--- config.mk ---
export PLATFORM = sky130hd
export DESIGN_NAME = rr_mux_4_1_stage
export DESIGN_NICKNAME = d
export VERILOG_FILES = /design/src/rtl/rr_mux_4_1_stage.sv
export SDC_FILE = /design/constraint.sdc
export NUM_CORES = 1
export LEC_CHECK = 0
export CAP_MARGIN = 15
export CORE_AREA = 2 2 39 41
export CTS_CLUSTER_DIAMETER = 120
export DETAILED_ROUTE_END_ITERATION = 7
export DIE_AREA = 0 0 41 43
export DONT_BUFFER_PORTS = 1
export GPL_TIMING_DRIVEN = 0
export PLACE_DENSITY = 0.6
export SYNTH_ARGS = -nofsm -noshare
export SYNTH_HDL_FRONTEND = slang
export SYNTH_SLANG_ARGS = --single-unit
--- constraint.sdc ---
create_clock -name clk -period 5.1 [get_ports clk]
set_clock_uncertainty 0.15 [all_clocks]
set_input_delay 1.02 -clock clk [delete_from_list [all_inputs] [get_ports clk]]
set_output_delay 1.02 -clock clk [all_outputs]
set_load 0.05 [all_outputs]
--- src/rtl/rr_mux_4_1_stage.sv ---
// Round-robin arbitrated 4:1 stage: grants one valid source per transfer and registers its word plus its select code.
// Latency: one cycle from acceptance to y/sel/out_valid; full throughput (accept while draining).
// Backpressure: in_ready is driven only when the output slot is empty or being drained; a stalled output holds everything.
module rr_mux_4_1_stage #(
  parameter int W = 4
) (
  input  logic         clk,
  input  logic         rst,
  input  logic [W-1:0] d0,
  input  logic [W-1:0] d1,
  input  logic [W-1:0] d2,
  input  logic [W-1:0] d3,
  input  logic [3:0]   in_valid,
  output logic [3:0]   in_ready,
  output logic [W-1:0] y,
  output logic [1:0]   sel,
  output logic         out_valid,
  input  logic         out_ready
);

  logic [W-1:0] y_q, y_d;
  logic [1:0]   sel_q, sel_d;
  logic         out_valid_q, out_valid_d;
  logic [1:0]   ptr_q, ptr_d;

  logic         load_en;
  logic         gnt_vld;
  logic [1:0]   gnt;
  logic         src_xfer;
  logic [W-1:0] gnt_dat;

  // Output slot can take a word when empty or when its current word leaves this cycle.
  assign load_en = !out_valid_q || out_ready;

  // Scan sources starting at the round-robin pointer; the first valid one wins.
  always_comb begin
    logic [1:0] idx;
    gnt_vld = 1'b0;
    gnt     = ptr_q;
    idx     = ptr_q;
    for (int k = 0; k < 4; k++) begin
      idx = ptr_q + 2'(k);
      if (!gnt_vld && in_valid[idx]) begin
        gnt_vld = 1'b1;
        gnt     = idx;
      end
    end
  end

  // One-hot ready toward the winner only; suppressed during reset so nothing transfers then.
  always_comb begin
    in_ready = 4'b0000;
    if (!rst && load_en && gnt_vld) begin
      in_ready = 4'b0001 << gnt;
    end
  end

  assign src_xfer = |in_ready;

  // Select the winning source's word for the output register.
  always_comb begin
    gnt_dat = d0;
    case (gnt)
      2'd0:    gnt_dat = d0;
      2'd1:    gnt_dat = d1;
      2'd2:    gnt_dat = d2;
      default: gnt_dat = d3;
    endcase
  end

  // Next-state: load on a source transfer, empty on a drain without refill, else hold.
  always_comb begin
    y_d         = y_q;
    sel_d       = sel_q;
    out_valid_d = out_valid_q;
    ptr_d       = ptr_q;
    if (src_xfer) begin
      y_d         = gnt_dat;
      sel_d       = gnt;
      out_valid_d = 1'b1;
      ptr_d       = gnt + 2'd1;
    end else if (out_valid_q && out_ready) begin
      out_valid_d = 1'b0;
    end
  end

  // State registers with synchronous reset; a held word is dropped on reset.
  always_ff @(posedge clk) begin
    if (rst) begin
      y_q         <= '0;
      sel_q       <= 2'b00;
      out_valid_q <= 1'b0;
      ptr_q       <= 2'b00;
    end else begin
      y_q         <= y_d;
      sel_q       <= sel_d;
      out_valid_q <= out_valid_d;
      ptr_q       <= ptr_d;
    end
  end

  assign y         = y_q;
  assign sel       = sel_q;
  assign out_valid = out_valid_q;

endmodule
* Word-level counts from Yosys, hierarchy flattened
Cells that the tools add are included.
** Operators by class
- Reduce and logical (&&, ||, !) cells :: 15
- Mux-type cells :: 19
- Shifts and indexed selects :: 1
- Eq/ne operators :: 2
- $add $sub $neg :: 4
- Magnitude comparators :: 4
** Operator list (count)
- $lt 2x3->1 const B :: 4
- $pmux 4 s3 :: 1
- $mux 1 :: 10
- $bmux 1 s2 :: 4
- $logic_and 1x1->1 :: 6
- $mux 2 :: 3
- $logic_not 1->1 :: 5
- $add 2x1->2 const B :: 2
- $add 2x2->2 const B :: 2
- $mux 4 :: 1
- $reduce_or 4->1 :: 1
- $shl 1x2->4 const A :: 1
- $eq 2x1->1 const B :: 1
- $eq 2x2->1 const B :: 1
- $logic_not 2->1 :: 1
- $reduce_bool 2->1 :: 1
- $logic_or 1x1->1 :: 1
** Word-level totals
- Input port bits :: 23
- Output and inout port bits :: 11
- Logic and storage cells :: 49
- Register bits :: 9

* Logic depth before layout (Yosys ltp)
- Depth after elaboration :: 16
- Mapped depth :: 10
- Gate-level depth less buffers :: 9

* Least setup slack after synthesis
OpenSTA, ideal clock, no wires.
- Kind :: input to output
- Start :: in in_valid[2]
- End :: out in_ready[0]
- Required time :: 3.930 ns
- Data arrival time :: 2.282 ns
- Buffers on the path :: 0
- Slack :: 1.648 ns
- Cell stages on the path :: 5
- Cells stage by stage :: nor2b_1 > o21a_1 > a21oi_1 > ha_1 > and2_1
** Between the ends
- Cells in the longest elaborated chain, start to end :: 14
- Elaborated cells on any way between the ends :: 24
- Classes of those cells :: 1 x shift; 16 x mux; 7 x reduce/logical
** Ends and longest elaborated chain
- from (decl) :: RTL line 13 : input logic [3:0] in_valid,
- $bmux 1 s2 :: RTL line 43 : if (!gnt_vld && in_valid[idx]) begin
- $mux 1 (not written as such) :: RTL line 43
- $mux 1 :: RTL line 43
- $logic_not 1->1 :: RTL line 43
- $logic_and 1x1->1 :: RTL line 43
- $mux 1 :: RTL line 43
- $logic_not 1->1 :: RTL line 43
- $logic_and 1x1->1 :: RTL line 43
- $mux 1 :: RTL line 43
- $logic_not 1->1 :: RTL line 43
- $logic_and 1x1->1 :: RTL line 43
- $mux 2 / $mux 1 (equally long branches) :: RTL line 43
- $shl 1x2->4 / $logic_and 1x1->1 (equally long branches) :: RTL line 54, 53
- $mux 4 (*) :: RTL line 53 : if (!rst && load_en && gnt_vld) begin
- to (decl) :: RTL line 14 : output logic [3:0] in_ready,
Mark *: on every way between the ends. The rest lies on a longest branch, timed or not. The select of a mux whose other input is x is not followed.

* Worst setup path after layout
- Start :: in in_valid[2]
- End :: out in_ready[1]
Same word-level chain as after synthesis.

==> run_results.csv <==
group,metric,value,unit
global_routing,gr-total-overflow,0,
pwr,power.density,450.9,nW/µm²
drt,antenna_left,0,
placement,hpwl,1.036,mm
setup_path,critical_path.endpoint_type,"primary output",
pwr,power.internal,0.0001626,W
min_path,min_path_type,"flip-flop to flip-flop",
logic_synthesis,synth_ff_type,"dfxtp_1",
cts,cts_buffers,3,
final_layout,final_util,0.4901,
setup_path,cp_max_fo,6,
global_routing,grt_pass1_vias,494,
timing,worst_slew_pin_slew,0.5279,ns
final_layout,drive_gt1_frac,0.1299,
pwr,pwr-share-seq,0.431,
logic_synthesis,yosys_warnings,0,
pwr,vdd.ir_drop.worst,0.2472,mV
setup_path,critPathLaunchType,"input pin",
min_path,worstHoldStart,"ptr_q[0]",
setup_path,r2r_start,"ptr_q[1]",
setup_path,worstPathCellList,"nor2b_1 > o21a_1 > a21oi_1 > ha_1 > and2_1",
setup_path,critPathTopFamily,"simple AND/OR/NAND/NOR gates",
cts,post-cts-setup-buffer-count,0,
pwr,power_leakage,0.2630,nW
placement,io_buffer_count,0,
setup_path,cp_slowest_cell,"and2_1",
global_routing,grt_max_degree,11,
pwr,switching_share,0.4685,
setup_path,r2r_setup_slack,2.46,ns
drt,initialDrtViolationCount,19,
logic_synthesis,synth.area.mux_share,0.09703,
setup_path,crit_type,"input pin to primary output",
logic_synthesis,synth_xor_area_frac,0,
cts,cts_tree,"done",
placement,dpl_cell_area,651.9,µm²
logic_synthesis,async_flop_share,0,
cts,path_clk_slew,0.06,ns
cts,cts_root_buffer,"clkbuf_4",
floorplanning,initial_core_util,0.4566,
logic_synthesis,synth.area.top_cells,"dfxtp_1 (29%), ha_1 (9.9%), mux2i_1 (7.9%)",
cts,cts.sinks,9,
setup_path,cp.required,3.93,ns
floorplanning,die_w,41,µm
logic_synthesis,synthTopCellsByCount,"dfxtp_1 (9), nor2_1 (9)",
final_layout,fin_area,678.2,µm²
setup_path,critPathMaxStageDelay,0.48,ns
logic_synthesis,netlist_area,631.9,µm²
timing,finalSetupViolCount,0,
floorplanning,pin_count,34,
global_routing,antenna_found_initial,0,
logic_synthesis,synthCells,73,
timing,maxSlewHeadroom,0.6476,
logic_synthesis,yosysSeqAreaShare,0.2851,
timing,max_freq,276.9,MHz
global_routing,grt_use_total,0.1574,
setup_path,crit_arrival,2.44,ns
logic_synthesis,synth_simple_gate_area_frac,0.2515,
drt,dr.pass1.iters,4,
setup_path,rr_worst_depth,10,
floorplanning,die_h,43,µm
timing,worst_slack,1.489,ns
logic_synthesis,syn_nets,101,
logic_synthesis,synth_top_family_by_area,"simple AND/OR/NAND/NOR gates",
cts,cts_resized,0,
timing,finalCriticalPeriod,3.611,ns
logic_synthesis,yosys.cell_types.count,24,
min_path,holdPathStages,2,
floorplanning,die_area,1763,µm²
final_layout,num_antenna_cells,0,
placement,gp_congestion,0.7415,
timing,fin_crit_sh,0.7081,
timing,hold_viol,0,
cts,hold_buffers,0,
final_layout,fin_nets,106,
cts,cts_buffer_depth,2,
logic_synthesis,synthAdderAreaFrac,0.09901,
floorplanning,num_rows,14,
logic_synthesis,synth_top_area_cell,"dfxtp_1",
pwr,comb_power_share,0.391,
logic_synthesis,synth-compound-area-share,0.2139,
setup_path,critPathBufInv,0,
outcome,status,"completed",
logic_synthesis,ys_ff_latch,9,
logic_synthesis,synth_edf_count,0,
drt,wire_per_inst,13.76,µm
cts,h-tree-depth,1,
pwr,clockPowerShare,0.178,
run,cap_violations,0,
drt,post-route-drc-count,0,
drt,vias_per_cell,5.645,
placement,place_ws,1.488,ns
timing,drv_slew,0,
cts,clkLatencyLatePin,0.26,ns
timing,setup_tns,0,ns
min_path,hold_end,"ptr_q[0]",
global_routing,grt_pass1_wl,1.932,mm
drt,postRouteWirelength,1.280,mm
timing,rsz0062_at_grt,"no",
final_layout,area_growth,7.327,%
pwr,p_switching,0.0001433,W
setup_path,r2r_end,"y[1]",
logic_synthesis,avgSynthCellArea,8.656,µm²
drt,num_vias,525,
floorplanning,core_area,1384,µm²
logic_synthesis,synth_top_area_share,0.2851,
## cells in the final DEF, fill, tap and decap left out, types with 2 or more instances in the layout
| cell type | synthesis | routed |
|---|---|---|
| nor2_1 | 9 | 9 |
| dfxtp_1 | 9 | 9 |
| nand2_1 | 5 | 5 |
| inv_1 | 5 | 5 |
| mux2i_1 | 5 | 5 |
| ha_1 | 5 | 5 |
| nor2b_1 | 4 | 4 |
| a21oi_1 | 4 | 4 |
| and2_1 | 4 | 4 |
| a222oi_1 | 4 | 4 |
| o21ai_0 | 4 | 4 |
| clkbuf_4 | 0 | 3 |
| nor3_1 | 2 | 2 |
| clkbuf_1 | 1 | 2 |
| a211oi_2 | 2 | 2 |
## cells by family after synthesis
kind of cell / after synthesis
adder cells (fa/ha/maj): 5
AND/OR/NAND/NOR: 28
flip-flops: 9
AO/OA/AOI/OAI: 18
buffers and inverters: 7
multiplexers: 6
## how the worst max path moves through the flow
| stage | endpoint | depth (start not counted) | start | slack (ns) |
|---|---|---|---|---|
| final | in_ready[1] | 5 | in_valid[2] | 1.49 |
| after global routing | in_ready[1] | 5 | in_valid[2] | 1.41 |
| after CTS | in_ready[1] | 5 | in_valid[2] | 1.49 |
| after detailed placement | in_ready[1] | 5 | in_valid[2] | 1.49 |
| after global placement | in_ready[0] | 5 | in_valid[2] | 1.50 |
| after floorplan | in_ready[0] | 5 | in_valid[2] | 1.65 |
## metrics by stage
step / cells / hold slack [ns] / power (W)
after global routing: 93 / 0.4671 / 0.0003270
after CTS: 93 / 0.4296 / 0.0003098
after global placement: 89 / 0.4016 / 0.0002503
after detailed placement: 89 / 0.4217 / 0.0002541
final: 93 / 0.4214 / 0.0003058
after floorplan: 73 / 0.3841 / 0.0002339
## flip-flops by register name (all words and copies together), names as in the netlist
name / flops
y: 4
ptr_q: 2
sel: 2
out_valid: 1
## power groups by stage
| stage | sequential, W | combinational, W | clock, W |
|---|---|---|---|
| floorplan | 0.000131 | 0.000103 | 0 |
| global placement | 0.000133 | 0.000117 | 0 |
| detailed placement | 0.000134 | 0.000120 | 0 |
| CTS | 0.000132 | 0.000121 | 0.0000569 |
| global route | 0.000134 | 0.000134 | 0.0000583 |
| finish | 0.000132 | 0.000120 | 0.0000544 |
## final cells by class
cell class	count	area [µm²]
fillers	132	705.7
multi-input cells	57	417.9
flip-flops and latches	9	180.2
clock buffers	4	26.28
well taps	16	20.02
inverters	5	18.77
plain buffers	2	15.01
## worst min-delay path: cells and delay by family, from the launching register on
family / cells / cell delay, ns
compound gates: 1 / 0.06
flops: 1 / 0.34
simple gates: 1 / 0.13
## per-layer routing
metal	vias to the layer above	GRT usage	routed length (µm)
li1	271	-	-
met1	235	0.1601	568
met2	19	0.2719	617
met3	0	0.04188	94
met4	0	0.08000	0
met5	-	0	0
(Power assumes the default switching activity.)
